<file path="src/rtl/ss_adc_counter_array.sv">
// ss_adc_counter_array: single-slope ADC ramp control, per-channel first-edge time-stamping and double-buffered frame readout
module ss_adc_counter_array #(
    parameter int N_CH   = 128,
    parameter int RES    = 8,
    parameter int SETTLE = 7,
    parameter int OUT_W  = 4
) (
    input  logic              clk,
    input  logic              reset,
    input  logic              enable,
    input  logic [N_CH-1:0]   cmp_in,
    output logic              ramp_reset,
    output logic [RES-1:0]    ramp_count,
    output logic              frame_done,
    output logic              overrun,
    output logic              rd_valid,
    input  logic              rd_ready,
    output logic [OUT_W-1:0]  rd_data,
    output logic              rd_last
);
    localparam int NW = N_CH * RES / OUT_W;
    localparam int SW = SETTLE > 1 ? $clog2(SETTLE) : 1;
    localparam int IW = NW > 1 ? $clog2(NW) : 1;

    typedef enum logic [1:0] {S_IDLE, S_SETTLE, S_RAMP, S_LATCH} state_t;
    state_t state, state_nx;

    logic [SW-1:0]       settle_cnt;
    logic [N_CH-1:0]     prev, captured;
    logic [N_CH*RES-1:0] result, frame_buf;
    logic [IW-1:0]       rd_idx;
    logic                ramp_end, rd_fire, load;

    assign ramp_end   = state == S_RAMP && ramp_count == '1;
    assign ramp_reset = state != S_RAMP;
    assign frame_done = state == S_LATCH;
    assign rd_data    = frame_buf[OUT_W-1:0];
    assign rd_last    = rd_valid && rd_idx == IW'(NW - 1);
    assign rd_fire    = rd_valid && rd_ready;
    // a frame may replace the buffer on the same edge its last word leaves
    assign load       = state == S_LATCH && (!rd_valid || (rd_fire && rd_last));

    always_ff @(posedge clk) begin
        if (reset) state <= S_IDLE;
        else       state <= state_nx;
    end

    always_comb begin
        state_nx = state;
        case (state)
            S_IDLE:   state_nx = enable ? S_SETTLE : S_IDLE;
            S_SETTLE: state_nx = !enable ? S_IDLE : settle_cnt == SW'(SETTLE - 1) ? S_RAMP : S_SETTLE;
            S_RAMP:   state_nx = !enable ? S_IDLE : ramp_end ? S_LATCH : S_RAMP;
            default:  state_nx = enable ? S_SETTLE : S_IDLE;
        endcase
    end

    always_ff @(posedge clk) begin
        if (reset) begin
            settle_cnt <= '0;
            ramp_count <= '0;
            prev       <= '0;
            captured   <= '0;
            result     <= '0;
            overrun    <= 1'b0;
            rd_valid   <= 1'b0;
            rd_idx     <= '0;
            frame_buf  <= '0;
        end else begin
            settle_cnt <= state == S_SETTLE ? settle_cnt + 1'b1 : '0;
            ramp_count <= (state == S_RAMP && state_nx == S_RAMP) ? ramp_count + 1'b1 : '0;
            if (state == S_SETTLE) begin
                prev     <= '0;
                captured <= '0;
                result   <= '0;
            end else if (state == S_RAMP) begin
                prev <= cmp_in;
                for (int i = 0; i < N_CH; i++) begin
                    if (cmp_in[i] && !prev[i] && !captured[i]) begin
                        result[i*RES +: RES] <= ramp_count;
                        captured[i]          <= 1'b1;
                    end else if (ramp_end && !captured[i]) begin
                        result[i*RES +: RES] <= '1;
                    end
                end
            end
            if (load) begin
                frame_buf <= result;
                rd_valid  <= 1'b1;
                rd_idx    <= '0;
            end else begin
                if (state == S_LATCH) overrun <= 1'b1;
                if (rd_fire) begin
                    frame_buf <= frame_buf >> OUT_W;
                    rd_idx    <= rd_idx + 1'b1;
                    if (rd_last) rd_valid <= 1'b0;
                end
            end
        end
    end
endmodule
</file>
<file path="config.mk">
export PLATFORM = sky130hd
export DESIGN_NAME = ss_adc_counter_array
export DESIGN_NICKNAME = d
export VERILOG_FILES = /design/src/rtl/ss_adc_counter_array.sv
export SDC_FILE = /design/constraint.sdc
export NUM_CORES = 2
export LEC_CHECK = 0
export ABC_AREA = 1
export BUFFER_PORTS_ARGS = -buffer_cell sky130_fd_sc_hd__buf_2
export CELL_PAD_IN_SITES_DETAIL_PLACEMENT = 1
export CELL_PAD_IN_SITES_GLOBAL_PLACEMENT = 1
export CORE_MARGIN = 10
export CORE_UTILIZATION = 47
export DETAILED_ROUTE_END_ITERATION = 8
export PLACE_DENSITY = 0.79
export SLEW_MARGIN = 20
export SYNTH_ARGS = -nofsm -noshare
export SYNTH_HDL_FRONTEND = slang
export SYNTH_SLANG_ARGS = --single-unit
</file>
<file path="constraint.sdc">
create_clock -name clk -period 2.38 [get_ports clk]
set_input_delay 0.357 -clock clk [delete_from_list [all_inputs] [get_ports clk]]
set_output_delay 0.357 -clock clk [all_outputs]
set_load 0.02 [all_outputs]
</file>
After elaboration in Yosys (flattened, before gate mapping)
Index checks and enable logic that the tools add are counted.
- add/sub/neg operators: 3
- equal/unequal tests: 8
- mux-type cells: 267
- bitwise logic cells: 3
- reductions and logical operators: 1040
- operators by type and width (cell ; count):
    1024-bit two-way mux ; 2
    8-bit two-way mux ; 256
    2-bit AND reduction ; 258
    1-bit logical AND ; 390
    2-bit nonzero test ; 130
    1-bit zero test ; 257
    8-bit by 1-bit adder with 8-bit output, second input constant ; 2
    8-bit equality test, second input constant ; 2
    2-bit OR reduction ; 4
    2-bit equality test, second input constant ; 3
    2-bit two-way mux ; 3
    1-bit two-way mux ; 5
    2-bit one-hot mux with 2 select lines ; 1
    3-bit by 1-bit adder with 3-bit output, second input constant ; 1
    3-bit equality test, second input constant ; 1
    1-bit inverter ; 3
    2-bit by 1-bit equality test with 1-bit output, second input constant ; 1
    2-bit != test, second input constant ; 1
    1-bit logical OR ; 1
- register bits after elaboration: 2327
- input bits: 132
- output and inout bits: 17
- word-level logic and storage cells: 1585

Depth between registers and ports, before layout
- depth in word-level cells: 9
- mapped depth: 12
- depth with buffers taken out: 9

Worst setup path after synthesis
OpenSTA, ideal clock, no wires.
- path type: reg-to-reg
- start: reg state[0]
- end: reg frame_buf[805]
- setup time: 0.117 ns
- arrival: 1.771 ns
- required time: 2.263 ns
- path slack: 0.491 ns
- cell stages (with the launch flop): 9
- path buffers: 4
- clock period less this slack: 1.889 ns
- cell sequence: dfxtp_1 > ha_1 > buf_2 > buf_2 > clkbuf_1 > clkbuf_1 > a21oi_1 > nor2_1 > nor2_1
- longest elaborated chain between the ends: 3
- ends and longest elaborated chain (element ; line ; source):
    start: declaration ; 26 ; state_t state, state_nx;
    start signal: assignment ; 45 ; else state <= state_nx;
    2-bit equality test * ; -- ;
    via frame_done ; 14 ; output logic frame_done,
    1-bit logical AND * ; 41 ; assign load = state == S_LATCH && (!rd_valid || (rd_fire && rd_last));
    1024-bit two-way mux / 2-bit nonzero test (equally long branches) ; -- ;
    end signal: assignment ; 88 ; frame_buf <= result;
    end signal: assignment ; 94 ; frame_buf <= frame_buf >> OUT_W;
    end: declaration ; 30 ; logic [N_CH*RES-1:0] result, frame_buf;
The timed path passes the listed nets; every way through them passes the cells marked *.
A chain may end at the register's enable or synchronous reset.

Worst setup path in the final report
- start: reg rd_idx[1]
- end: out rd_last
- longest elaborated chain between the ends: 2
- ends and longest elaborated chain (element ; line ; source):
    start: declaration ; 31 ; logic [IW-1:0] rd_idx;
    start signal: assignment ; 95 ; rd_idx <= rd_idx + 1'b1;
    8-bit equality test ; 38 ; assign rd_last = rd_valid && rd_idx == IW'(NW - 1);
    1-bit logical AND ; 38 ;
    end: declaration ; 19 ; output logic rd_last
No other way between the ends.

==> results by group <==
Drt
  – WL per Instance: 18.9 um
  – Vias per inst: 5.49
  – Starting DRC count in detailed routing: 5992
  – Detailed-route via count: 97800
  – Router iterations before antenna repair: 6
  – ANT nets after route: 0
  – Drc violations: 0
  – Final Routed Wirelength: 337000 um

Clock network
  – CTS tree: built
  – Clk_lat worst skew: 920 ps
  – Clock Tree Root: clkbuf_16
  – CTS sink cnt: 2327
  – CTS buffer count: 278
  – CTS clock-pin slew for the worst setup and hold paths: 60 ps
  – CTS Buffer Depth: 4
  – CTS H-tree depth: 5

Timing
  – Hold Vio Cnt, Final: 0
  – RSZ-0062 raised after global routing: yes
  – Total Negative Setup Slacks: -41.4 ps
  – Final min period: 2420 ps
  – Setup ws final: -41.4 ps
  – Fin crit share: 102%
  – Hold WS: 241 ps
  – Slew Viols, Final: 0
  – Slew HR: 40.4%
  – FMAX: 413 MHz
  – Setup Skew: 33.2 ps
  – Worst slew pin tran: 894 ps
  – Endpoints failing setup: 1

Pwr
  – Clock power frac: 49.7%
  – PwrDens: 684 nW/um^2
  – Combinational share of power: 3.1%
  – Tot Pwr: 82.5 mW
  – Pint: 64.4 mW
  – P_leak: 59.1 nW
  – Sw Ratio: 21.9%
  – Net Switching: 18.1 mW
  – Flop pwr share: 47.2%
  – Peak VDD IR: 0.543 mV

Synth
  – Syn_nets: 14900
  – Post-synth EDFFs: 0
  – Average cell area after synthesis: 7.17 sq um
  – Post-synth cell types: 34
  – Ys Warns: 0
  – Sequential fraction of the synthesis area: 43.9%
  – Ys flop type: dfxtp_1
  – Register bit count reported by yosys: 2327
  – Most frequent cell after synthesis: dfxtp_1
  – Syn Inst Count: 14800
  – Top cells by area, synth: dfxtp_1 44%, o21ai_0 9.0%, inv_1 8.2%
  – Synth top cells by count: 2327 x dfxtp_1, 2319 x inv_1, 2217 x nor2_1
  – Synth top area share: 43.9%
  – Synth Cell Area: 106000 sq um
  – Asr flop ratio synth: 0%
  – Synth area leader: dfxtp_1

Layout
  – Fin nets: 14800
  – Register Area: 46600 sq um
  – Multi-input gate area: 45500 sq um
  – Area Growth Syn to Fin: 13.6%
  – Layout fillers: 28200
  – Fin util: 53.7%
  – Layout cell share with drive strength beyond 1: 7.36%

Run
  – MaxCap Viol Count: 0

Critical path
  – Crit path required time: 2020 ps
  – Crit Path Class: flip-flop to primary output
  – CP max FO: 3
  – Data arrival, critical path: 2060 ps
  – CP Launch Type: flip-flop
  – Slowest-stage cell, CP: dfxtp_4
  – Cells along the critical path: ha_4 > nand4_1 > nor3_4 > buf_6
  – Max stage delay on crit path: 370 ps
  – Critical path capture point type: primary output

Placement
  – Post-DP HPWL: 184000 um
  – PortBufs: 148
  – Placer congestion estimate: 0.768

Run status
  – Failing checks: negative setup slack
  – Status: complete, but fails checks

Floorplanning
  – Core box area: 225000 sq um
  – Overall die height: 495 um
  – DIE WIDTH: 495 um
  – Starting Density: 47.2%
  – Die area: 245000 sq um
  – I/O pins: 149
  – Row cnt: 174

Worst hold path
  – Hold WC Path Type: primary input to flip-flop

GRT
  – Vias in the first global route: 101000
  – First-pass GRT wire length: 537000 um
  – GR Overflow Total: 0
  – Antenna violations before repair: 16
  – Largest net degree at the start of global routing: 139
  – GR Util All Layers: 26.2%
## cell type report
| type | instances | area share [%] |
|---|---|---|
| antenna | 9 | 0.0187 |
| timing repair buffer | 655 | 6.09 |
| inverter | 2323 | 7.26 |
| multi-input combinational | 9044 | 37.7 |
| clock buffer | 411 | 6.78 |
| tap | 2992 | 3.10 |
| sequential | 2327 | 38.7 |
| clock inverter | 45 | 0.341 |
## cell families after synthesis
kind of cell / share of synthesized area [%]
AO/OA/AOI/OAI: 25.4
adder cells (fa/ha/maj): 0.0825
AND/OR/NAND/NOR: 17.1
flip-flops: 43.9
XOR/XNOR: 0.0825
buffers and inverters: 13.4
## cells in the final DEF, fill, tap and decap left out, types with 9 or more instances in the layout
| master | Yosys | layout |
|---|---|---|
| inv_1 | 2319 | 2317 |
| dfxtp_1 | 2327 | 2312 |
| nor2_1 | 2217 | 2217 |
| o21ai_0 | 1912 | 1911 |
| a21oi_1 | 1260 | 1260 |
| nand3_1 | 1155 | 1131 |
| nand2_1 | 1050 | 1049 |
| o21bai_1 | 1024 | 1024 |
| clkbuf_16 | 0 | 289 |
| o21ai_1 | 245 | 246 |
| buf_4 | 187 | 199 |
| buf_2 | 228 | 146 |
| buf_12 | 1 | 145 |
| dlygate4sd3_1 | 0 | 132 |
| o21ai_4 | 120 | 120 |
| clkbuf_1 | 639 | 69 |
| clkbuf_8 | 0 | 57 |
| clkinv_2 | 0 | 34 |
| nand3_2 | 4 | 27 |
| a211oi_1 | 25 | 25 |
| bufbuf_16 | 0 | 13 |
| buf_16 | 0 | 12 |
| dfxtp_4 | 0 | 11 |
| diode_2 | 0 | 9 |
## critical path, delay by kind of cell (launching register included)
| family | cells | cell delay (ps) |
|---|---|---|
| buf+inv | 1 | 170 |
| fa+ha+maj | 1 | 140 |
| flops | 1 | 370 |
| simple gates | 2 | 470 |
## power groups by stage
stage	clock, mW	sequential [mW]	combinational (mW)
floorplan	0	39.8	1.46
global placement	0	39.8	2.25
detailed placement	0	39.8	2.34
CTS	41.7	38.9	2.53
global route	43.4	38.9	2.79
finish	41.0	38.9	2.56
## metal layers
metal / wire length (um) / vias up / GRT usage, %
li1: - / 47000 / -
met1: 149000 / 48300 / 33.6
met2: 164000 / 1808 / 45.9
met3: 14900 / 636 / 3.02
met4: 9160 / 2 / 7.91
met5: 13 / - / 0
## state kept, by name (all words and copies together) (netlist names)
register / cells
overrun: 1
prev: 128
rd_valid: 1
state: 2
rd_idx: 8
result: 1024
settle_cnt: 3
ramp_count: 8
frame_buf: 1024
captured: 128
## worst paths after layout
path	from	slack, ps	cells past startpoint	endpoint
min	cmp_in[48]	240	4	prev[48]
max reg2reg	rd_idx[1]	30	10	frame_buf[472]
min reg2reg	result[556]	470	2	result[556]
max	rd_idx[1]	-40	4	rd_last
## timing repair
action | in CTS | in global routing
resized for setup | 17 | 47
hold buffers | 132 | 0
endpoints found under the setup margin | 12 | 440
pin swaps | 0 | 4
setup buffers | 4 | 3
endpoints found under the hold margin | 145 | 0
gates cloned | 13 | 5
## through the flow
stage               worst slack [ps]  instances  area (sq um)
global placement                 166      17200        110000
CTS                             -171      17800        120000
floorplan                        491      14800        106000
detailed placement              61.3      17200        110000
finish                         -41.4      17800        121000
global route                    -103      17800        121000
(Power assumes the default switching activity.)
